[src/rtl/gray_seq_pkg.sv]
// rtl/gray_seq_pkg.sv - shared state encoding, direction codes and Gray helper for gray_seq_gen
package gray_seq_pkg;

    typedef enum logic [1:0] {
        IDLE = 2'd0,
        RUN  = 2'd1,
        DONE = 2'd2
    } state_t;

    localparam logic DIR_UP   = 1'b0;
    localparam logic DIR_DOWN = 1'b1;

    function automatic logic [31:0] bin2gray(input logic [31:0] b);
        return b ^ (b >> 1);
    endfunction

endpackage

[src/rtl/binary_to_gray.sv]
// rtl/binary_to_gray.sv - combinational binary to reflected Gray code converter
module binary_to_gray #(
    parameter int WIDTH = 5
) (
    input  logic [WIDTH-1:0] bin_i,
    output logic [WIDTH-1:0] gray_o
);

    assign gray_o = bin_i ^ (bin_i >> 1);

endmodule

[src/rtl/gray_seq_gen.sv]
// rtl/gray_seq_gen.sv - programmable up/down binary sequence source with Gray-coded stream output
module gray_seq_gen
    import gray_seq_pkg::*;
#(
    parameter int WIDTH = 5
) (
    input  logic             clk,
    input  logic             rst,
    input  logic             start,
    input  logic [WIDTH-1:0] start_value,
    input  logic [WIDTH:0]   count,
    input  logic             dir,
    input  logic             abort,
    output logic             out_valid,
    input  logic             out_ready,
    output logic [WIDTH-1:0] binary_out,
    output logic [WIDTH-1:0] gray_out,
    output logic             last,
    output logic             busy,
    output logic             done
);

    state_t           state_q, state_d;
    logic [WIDTH-1:0] bin_q, bin_d;
    logic [WIDTH:0]   rem_q, rem_d;
    logic             dir_q, dir_d;

    always_comb begin
        state_d   = state_q;
        bin_d     = bin_q;
        rem_d     = rem_q;
        dir_d     = dir_q;
        out_valid = 1'b0;
        last      = 1'b0;
        busy      = (state_q != IDLE);
        done      = (state_q == DONE);

        case (state_q)
            IDLE: begin
                if (start) begin
                    dir_d = dir;
                    rem_d = count;
                    if (count != '0) begin
                        bin_d   = start_value;
                        state_d = RUN;
                    end else begin
                        state_d = DONE;
                    end
                end
            end
            RUN: begin
                out_valid = 1'b1;
                last      = (rem_q == (WIDTH+1)'(1));
                if (out_ready) begin
                    // Wrap is implicit in the WIDTH-bit arithmetic.
                    bin_d = (dir_q == DIR_DOWN) ? bin_q - WIDTH'(1) : bin_q + WIDTH'(1);
                    rem_d = rem_q - (WIDTH+1)'(1);
                end
                if (abort) begin
                    state_d = IDLE;
                end else if (out_ready && last) begin
                    state_d = DONE;
                end
            end
            DONE: begin
                state_d = IDLE;
            end
            default: begin
                state_d = IDLE;
            end
        endcase
    end

    always_ff @(posedge clk) begin
        if (rst) begin
            state_q <= IDLE;
            bin_q   <= '0;
            rem_q   <= '0;
            dir_q   <= DIR_UP;
        end else begin
            state_q <= state_d;
            bin_q   <= bin_d;
            rem_q   <= rem_d;
            dir_q   <= dir_d;
        end
    end

    assign binary_out = bin_q;

    binary_to_gray #(.WIDTH(WIDTH)) u_b2g (
        .bin_i  (bin_q),
        .gray_o (gray_out)
    );

endmodule
[config.mk]
export PLATFORM = sky130hd
export DESIGN_NAME = gray_seq_gen
export DESIGN_NICKNAME = d
export VERILOG_FILES = /design/src/rtl/gray_seq_pkg.sv /design/src/rtl/binary_to_gray.sv /design/src/rtl/gray_seq_gen.sv
export SDC_FILE = /design/constraint.sdc
export NUM_CORES = 1
export LEC_CHECK = 0
export ABC_AREA = 0
export CORE_MARGIN = 2
export CORE_UTILIZATION = 45
export CTS_CLUSTER_DIAMETER = 150
export CTS_CLUSTER_SIZE = 24
export DETAILED_ROUTE_END_ITERATION = 16
export PLACE_DENSITY_LB_ADDON = 0.25
export SLEW_MARGIN = 25
export SYNTH_ARGS = -nofsm -noshare
export SYNTH_HDL_FRONTEND = slang
export SYNTH_SLANG_ARGS = --single-unit
export TNS_END_PERCENT = 10
[constraint.sdc]
create_clock -name clk -period 2.24 [get_ports clk]
set_input_delay 0.448 -clock clk [delete_from_list [all_inputs] [get_ports clk]]
set_output_delay 0.448 -clock clk [all_outputs]
set_load 0.03 [all_outputs]
Word-level counts from Yosys, hierarchy flattened
Index checks and enable logic that the tools add are counted.
{"block": "totals", "regBits": 14, "latchBits": 0, "ram_bits": 0, "romBits": 0, "input_bits": 17, "out_inout_bits": 14, "word_cells": 39, "memories": 0}
{"block": "classes", "n_addsub": 3, "n_mul": 0, "n_div": 0, "magnitude_cmp": 0, "eq_ne": 7, "shifts": 0, "mux": 15, "n_bitwise": 1, "reduce_logical": 9}
{"op": "5-bit 2-to-1 mux", "count": 4}
{"op": "6-bit 2-to-1 mux", "count": 2}
{"op": "6-bit case mux with 2 select lines", "count": 1}
{"op": "5-bit case mux with 2 select lines", "count": 1}
{"op": "2-bit 2-to-1 mux", "count": 4}
{"op": "6-bit by 1-bit == test with 1-bit output (second input constant)", "count": 1}
{"op": "2-bit != test (second input constant)", "count": 3}
{"op": "6-bit nonzero test", "count": 1}
{"op": "6-bit by 1-bit subtractor with 6-bit output (second input constant)", "count": 1}
{"op": "5-bit by 1-bit adder with 5-bit output (second input constant)", "count": 1}
{"op": "5-bit by 1-bit subtractor with 5-bit output (second input constant)", "count": 1}
{"op": "5-bit by 4-bit XOR with 5-bit output", "count": 1}
{"op": "2-bit case mux with 2 select lines", "count": 1}
{"op": "2-bit AND reduction", "count": 2}
{"op": "4-bit AND reduction", "count": 1}
{"op": "2-bit nonzero test", "count": 2}
{"op": "3-bit != test (second input constant)", "count": 1}
{"op": "3-bit AND reduction", "count": 1}
{"op": "2-bit by 1-bit == test with 1-bit output (second input constant)", "count": 1}
{"op": "2-bit == test (second input constant)", "count": 1}
{"op": "2-bit zero test", "count": 1}
{"op": "1-bit 2-to-1 mux", "count": 2}
{"op": "1-bit logical AND", "count": 1}

Longest topological paths before layout
{"block": "logic_depth", "ltp_word": 5, "depth_mapped": 7, "depth_no_buf": 6}

Cells and area by module
Synthesis repeated with hierarchy kept, for this count alone.
{"block": "hier_totals", "hier_cells": 123, "area_unflattened_um2": 1001.0}
{"mod": "gray_seq_gen", "n_inst": 1, "cells_each": 118, "area_each_um2": 958.4, "seq_area_each_um2": 280.3}
{"mod": "binary_to_gray", "n_inst": 1, "cells_each": 5, "area_each_um2": 42.5, "seq_area_each_um2": 0.0}

Worst setup path after synthesis
Ideal clock, no wire load.
{"block": "synth_path", "kind": "register to register", "startpoint": "reg bin_q[0], in the netlist binary_out[0]", "endpoint": "reg bin_q[4], in the netlist binary_out[4]", "arrival_time_ns": 1.806, "t_required_ns": 2.120, "slack_ns": 0.314, "path_stages_with_launch": 7, "n_path_buf": 0, "period_less_slack_ns": 1.926, "cell_sequence": "dfxtp_1 fa_1 a21o_1 a21oi_1 xor2_1 o21ai_0 a211o_1"}
{"block": "synth_via", "elab_chain_len": 4, "word_cells_on_any_way": 5, "cone_classes": "2 x add/sub; 3 x mux"}
{"item": "start, declared", "line": "gray_seq_gen.sv:24", "rtl": "logic [WIDTH-1:0] bin_q, bin_d;"}
{"item": "start signal, assigned", "line": "gray_seq_gen.sv:82", "rtl": "bin_q <= bin_d;"}
{"item": "5-bit by 1-bit adder with 5-bit output / 5-bit by 1-bit subtractor with 5-bit output (equally long branches)", "line": "gray_seq_gen.sv:56", "rtl": "bin_d = (dir_q == DIR_DOWN) ? bin_q - WIDTH'(1) : bin_q + WIDTH'(1);"}
{"item": "5-bit 2-to-1 mux *", "line": "gray_seq_gen.sv:56"}
{"item": "5-bit 2-to-1 mux *", "line": "gray_seq_gen.sv:54", "rtl": "if (out_ready) begin"}
{"item": "5-bit case mux with 2 select lines *", "line": "gray_seq_gen.sv:38", "rtl": "case (state_q)"}
Mark *: on every way between the ends. The rest lies on a longest branch, timed or not. The select of a mux whose other input is x is not followed.
A chain may end at the register's enable or synchronous reset.

Worst setup path after layout
{"block": "layout_path", "startpoint": "reg bin_q[1], in the netlist binary_out[1]", "endpoint": "out gray_out[1]"}
{"block": "layout_via", "elab_chain_len": 1}
{"item": "5-bit by 4-bit XOR with 5-bit output", "line": "binary_to_gray.sv:9", "rtl": "assign gray_o = bin_i ^ (bin_i >> 1);"}
{"item": "end, declared", "line": "gray_seq_gen.sv:17", "rtl": "output logic [WIDTH-1:0] gray_out,"}
No other way between the ends.

==> summary.md <==
| Metric | Value |
|---|---|
| Max-slew headroom | `78.8%` |
| Sink Count | `14` |
| Gr busiest metal | `met2` |
| Post-synth top area share | `29.0%` |
| PortBufs | `30` |
| Sequential-to-total area share from yosys stat | `29.0%` |
| Layout Nets | `180` |
| Yosys top cell by area | `dfxtp_1` |
| Area of placed instances | `1320 um^2` |
| Critical setup path kind | `flop to output port` |
| FILL cells | `174` |
| Vias in the first global route | `1,013` |
| Synth warnings | `0` |
| Most used DFF post-synth | `dfxtp_1` |
| HP Start | `rem_q[5]$_SDFFE_PP0P_` |
| Core area | `2000 um^2` |
| Initial DRC Count | `15` |
| M3 GR Usage | `4.17%` |
| Worst Hold Depth | `2` |
| Number of library cell types mapped by synthesis | `38` |
| Final Cycle Share | `93.5%` |
| Skew final | `0.00454 ns` |
| Post-synth EDFFs | `0` |
| CTS root buf | `clkbuf_4` |
| Pwr Total | `0.000818 W` |
| Endpoint class of the critical path | `output port` |
| Die Ht | `50.4 um` |
| F_max | `0.478 GHz` |
| Initial Util | `48.3%` |
| Clock transition at path regs | `0.09 ns` |
| Crit path DAT | `1.65 ns` |
| Minimum clock period | `2.09 ns` |
| IO Count | `31` |
| Most frequent cells in the layout | `28 x clkdlybuf4s50_1, 16 x nor2_1, 14 x a21oi_1, 14 x dfxtp_1, 8 x nand2_1` |
| R2r worst-path depth | `6` |
| Total Wirelength | `2.46 mm` |
| Hold buffer count at cts | `0` |
| CTS tree | `built` |
| Design Area, Final | `1350 um^2` |
| CTS H-tree depth | `1` |
| Via count | `1,024` |
| Area Growth Syn to Fin | `40.0%` |
| Min-Delay Path Class | `flop to flop` |
| Synth Cell Area | `967 um^2` |
| Full die area | `2540 um^2` |
| Residual DRC count | `0` |
| R2R Path End | `binary_out[4]$_SDFFE_PP0P_` |
| Via density | `5.60` |
| Reg2Reg Launch Point | `binary_out[0]$_SDFFE_PP0P_` |
| Row cnt | `16` |
| Fin. Hold Viols | `0` |
| Overflow after GRT | `0` |
| #FFs+latches synth | `14` |
| Longest Clk Path Bufs | `2` |
| Post-Syn Instances | `122` |
| Hold EP | `rem_q[5]$_SDFFE_PP0P_` |
| Num CTS Buffers | `3` |
| Antenna cells | `0` |
| Startpoint Class | `flop` |
| Static leakage | `0.610 nW` |
| Synth top area cells | `dfxtp_1 29%, a21oi_1 7.2%, ha_1 6.5%` |
| Proportion of layout cells with a drive suffix above 1 | `10.3%` |
| Die width | `50.4 um` |
| R2r setup slk | `0.38 ns` |
| Hpwl dp | `1.82 mm` |
| All-Layer GR Usage | `21.4%` |
| Initial antenna violation count | `0` |
| First-pass GRT wire length | `4.20 mm` |
| Largest net degree at the start of global routing | `16` |
| P per Cell Area | `604 nW/um^2` |
| # setup viols final | `0` |
| DR pass1 iterations | `4` |
| WP data required | `1.79 ns` |
| RSZ-0062 raised after global routing | `false` |
| Syn Nets | `145` |
| GPL Wtd Cong | `0.828` |
| Met2 Resource Use GR | `36.0%` |
| GR Util met1 | `25.7%` |
| Syn avg cell area | `7.93 um^2` |
| Antenna-violating nets left | `0` |
| # Max-Cap Violations | `0` |
| Worst IR drop on VDD | `0.000350 V` |
| Max-slew violations | `0` |
| Status | `finished, final reports clean` |
| Worst-path fanout max | `6` |
| Slew @ Worst Pin | `0.315 ns` |
| Post-synth ARST share | `0%` |
| Clk_lat worst skew | `0.29 ns` |
| Drt wl/cell | `13.5 um` |
| Commonest non-fill, non-tap cell in the layout | `clkdlybuf4s50_1` |
[logic make-up (layout without fill, tap and decap cells)]
family                     count (synthesis)  count (layout)  synth area share [%]
and+or+nand+nor                           44              44                  24.3
DFF                                       14              14                  29.0
adders and majority gates                  6               6                  8.54
muxes                                      3               3                  3.10
buffers and inverters                     12              46                  5.30
AOI/OAI and AO/OA                         36              36                  23.4
xor gates and xnor gates                   7               7                  6.34
[state kept, by name, summed over array words and instances (netlist names)]
signal      cells
binary_out      5
state_q         2
rem_q           6
dir_q           1
[final cells by class]
cell class | instances | area, um^2 | area share, %
Sequential cell | 14 | 280 | 20.7
Tap cell | 27 | 33.8 | 2.50
Multi-Input combinational cell | 96 | 636 | 47.0
Clock buffer | 4 | 36.3 | 2.68
Timing Repair Buffer | 36 | 345 | 25.5
Inverter | 6 | 22.5 | 1.66
[synthesized netlist by cell type (2+ instances only)]
cell type   n
dfxtp_1    14
a211o_1     2
a21o_1      3
nand2_1     8
nand2b_1    2
a211oi_1    4
nor3_1      3
nand3_1     4
inv_1       5
nor4_1      2
a21oi_1    14
and3_1      2
xor2_1      6
clkbuf_1    3
o21ai_0     5
ha_1        5
mux2i_1     3
buf_2       2
nor2_1     16
[worst max-delay path by stage]
stage | end | cells after the start | start
after floorplan | binary_out[4]$_SDFFE_PP0P_ | 6 | binary_out[0]$_SDFFE_PP0P_
after global placement | binary_out[3]$_SDFFE_PP0P_ | 6 | count[4]
after detailed placement | binary_out[4]$_SDFFE_PP0P_ | 6 | count[4]
after CTS | out_valid | 3 | state_q[1]$_SDFFE_PP0P_
after global routing | gray_out[1] | 2 | binary_out[1]$_SDFFE_PP0P_
final | gray_out[1] | 2 | binary_out[1]$_SDFFE_PP0P_
[stage by stage]
step	worst slack (ns)	instances	hold WS (ns)	utilization [%]	TNS, ns
3_3_place_gp	0.0182	179	0.462	65.7	0
2_1_floorplan	0.314	122	0.449	-	0
5_1_grt	0.0565	183	0.541	67.6	0
3_5_place_dp	-0.0314	179	0.506	65.7	-0.0622
4_1_cts	0.0672	183	0.518	67.5	0
6_report	0.146	183	0.514	67.6	0
[repair_timing]
item                                    in CTS  in global routing
resized for setup                            0                  1
endpoints found under the setup margin       0                  1
setup buffers                                0                  0
[power breakdown]
part | total (W) | switching, W | internal (W)
registers | 0.000305 | 0.0000327 | 0.000272
clock network | 0.000189 | 0.0000898 | 0.0000990
logic | 0.000324 | 0.000174 | 0.000150
total | 0.000818 | 0.000296 | 0.000522
[metal layers]
layer  wire [um]  up-vias
met3         137        7
met2        1200       29
met5           0        -
met1        1080      484
met4          48        0
li1            -      504
[worst max-delay path, stage by stage (launching register included)]
cell             delay (ns)
dfxtp_1                0.49
xor2_1                 0.18
clkdlybuf4s50_1        0.69
Power figures use the tool's default switching activity.
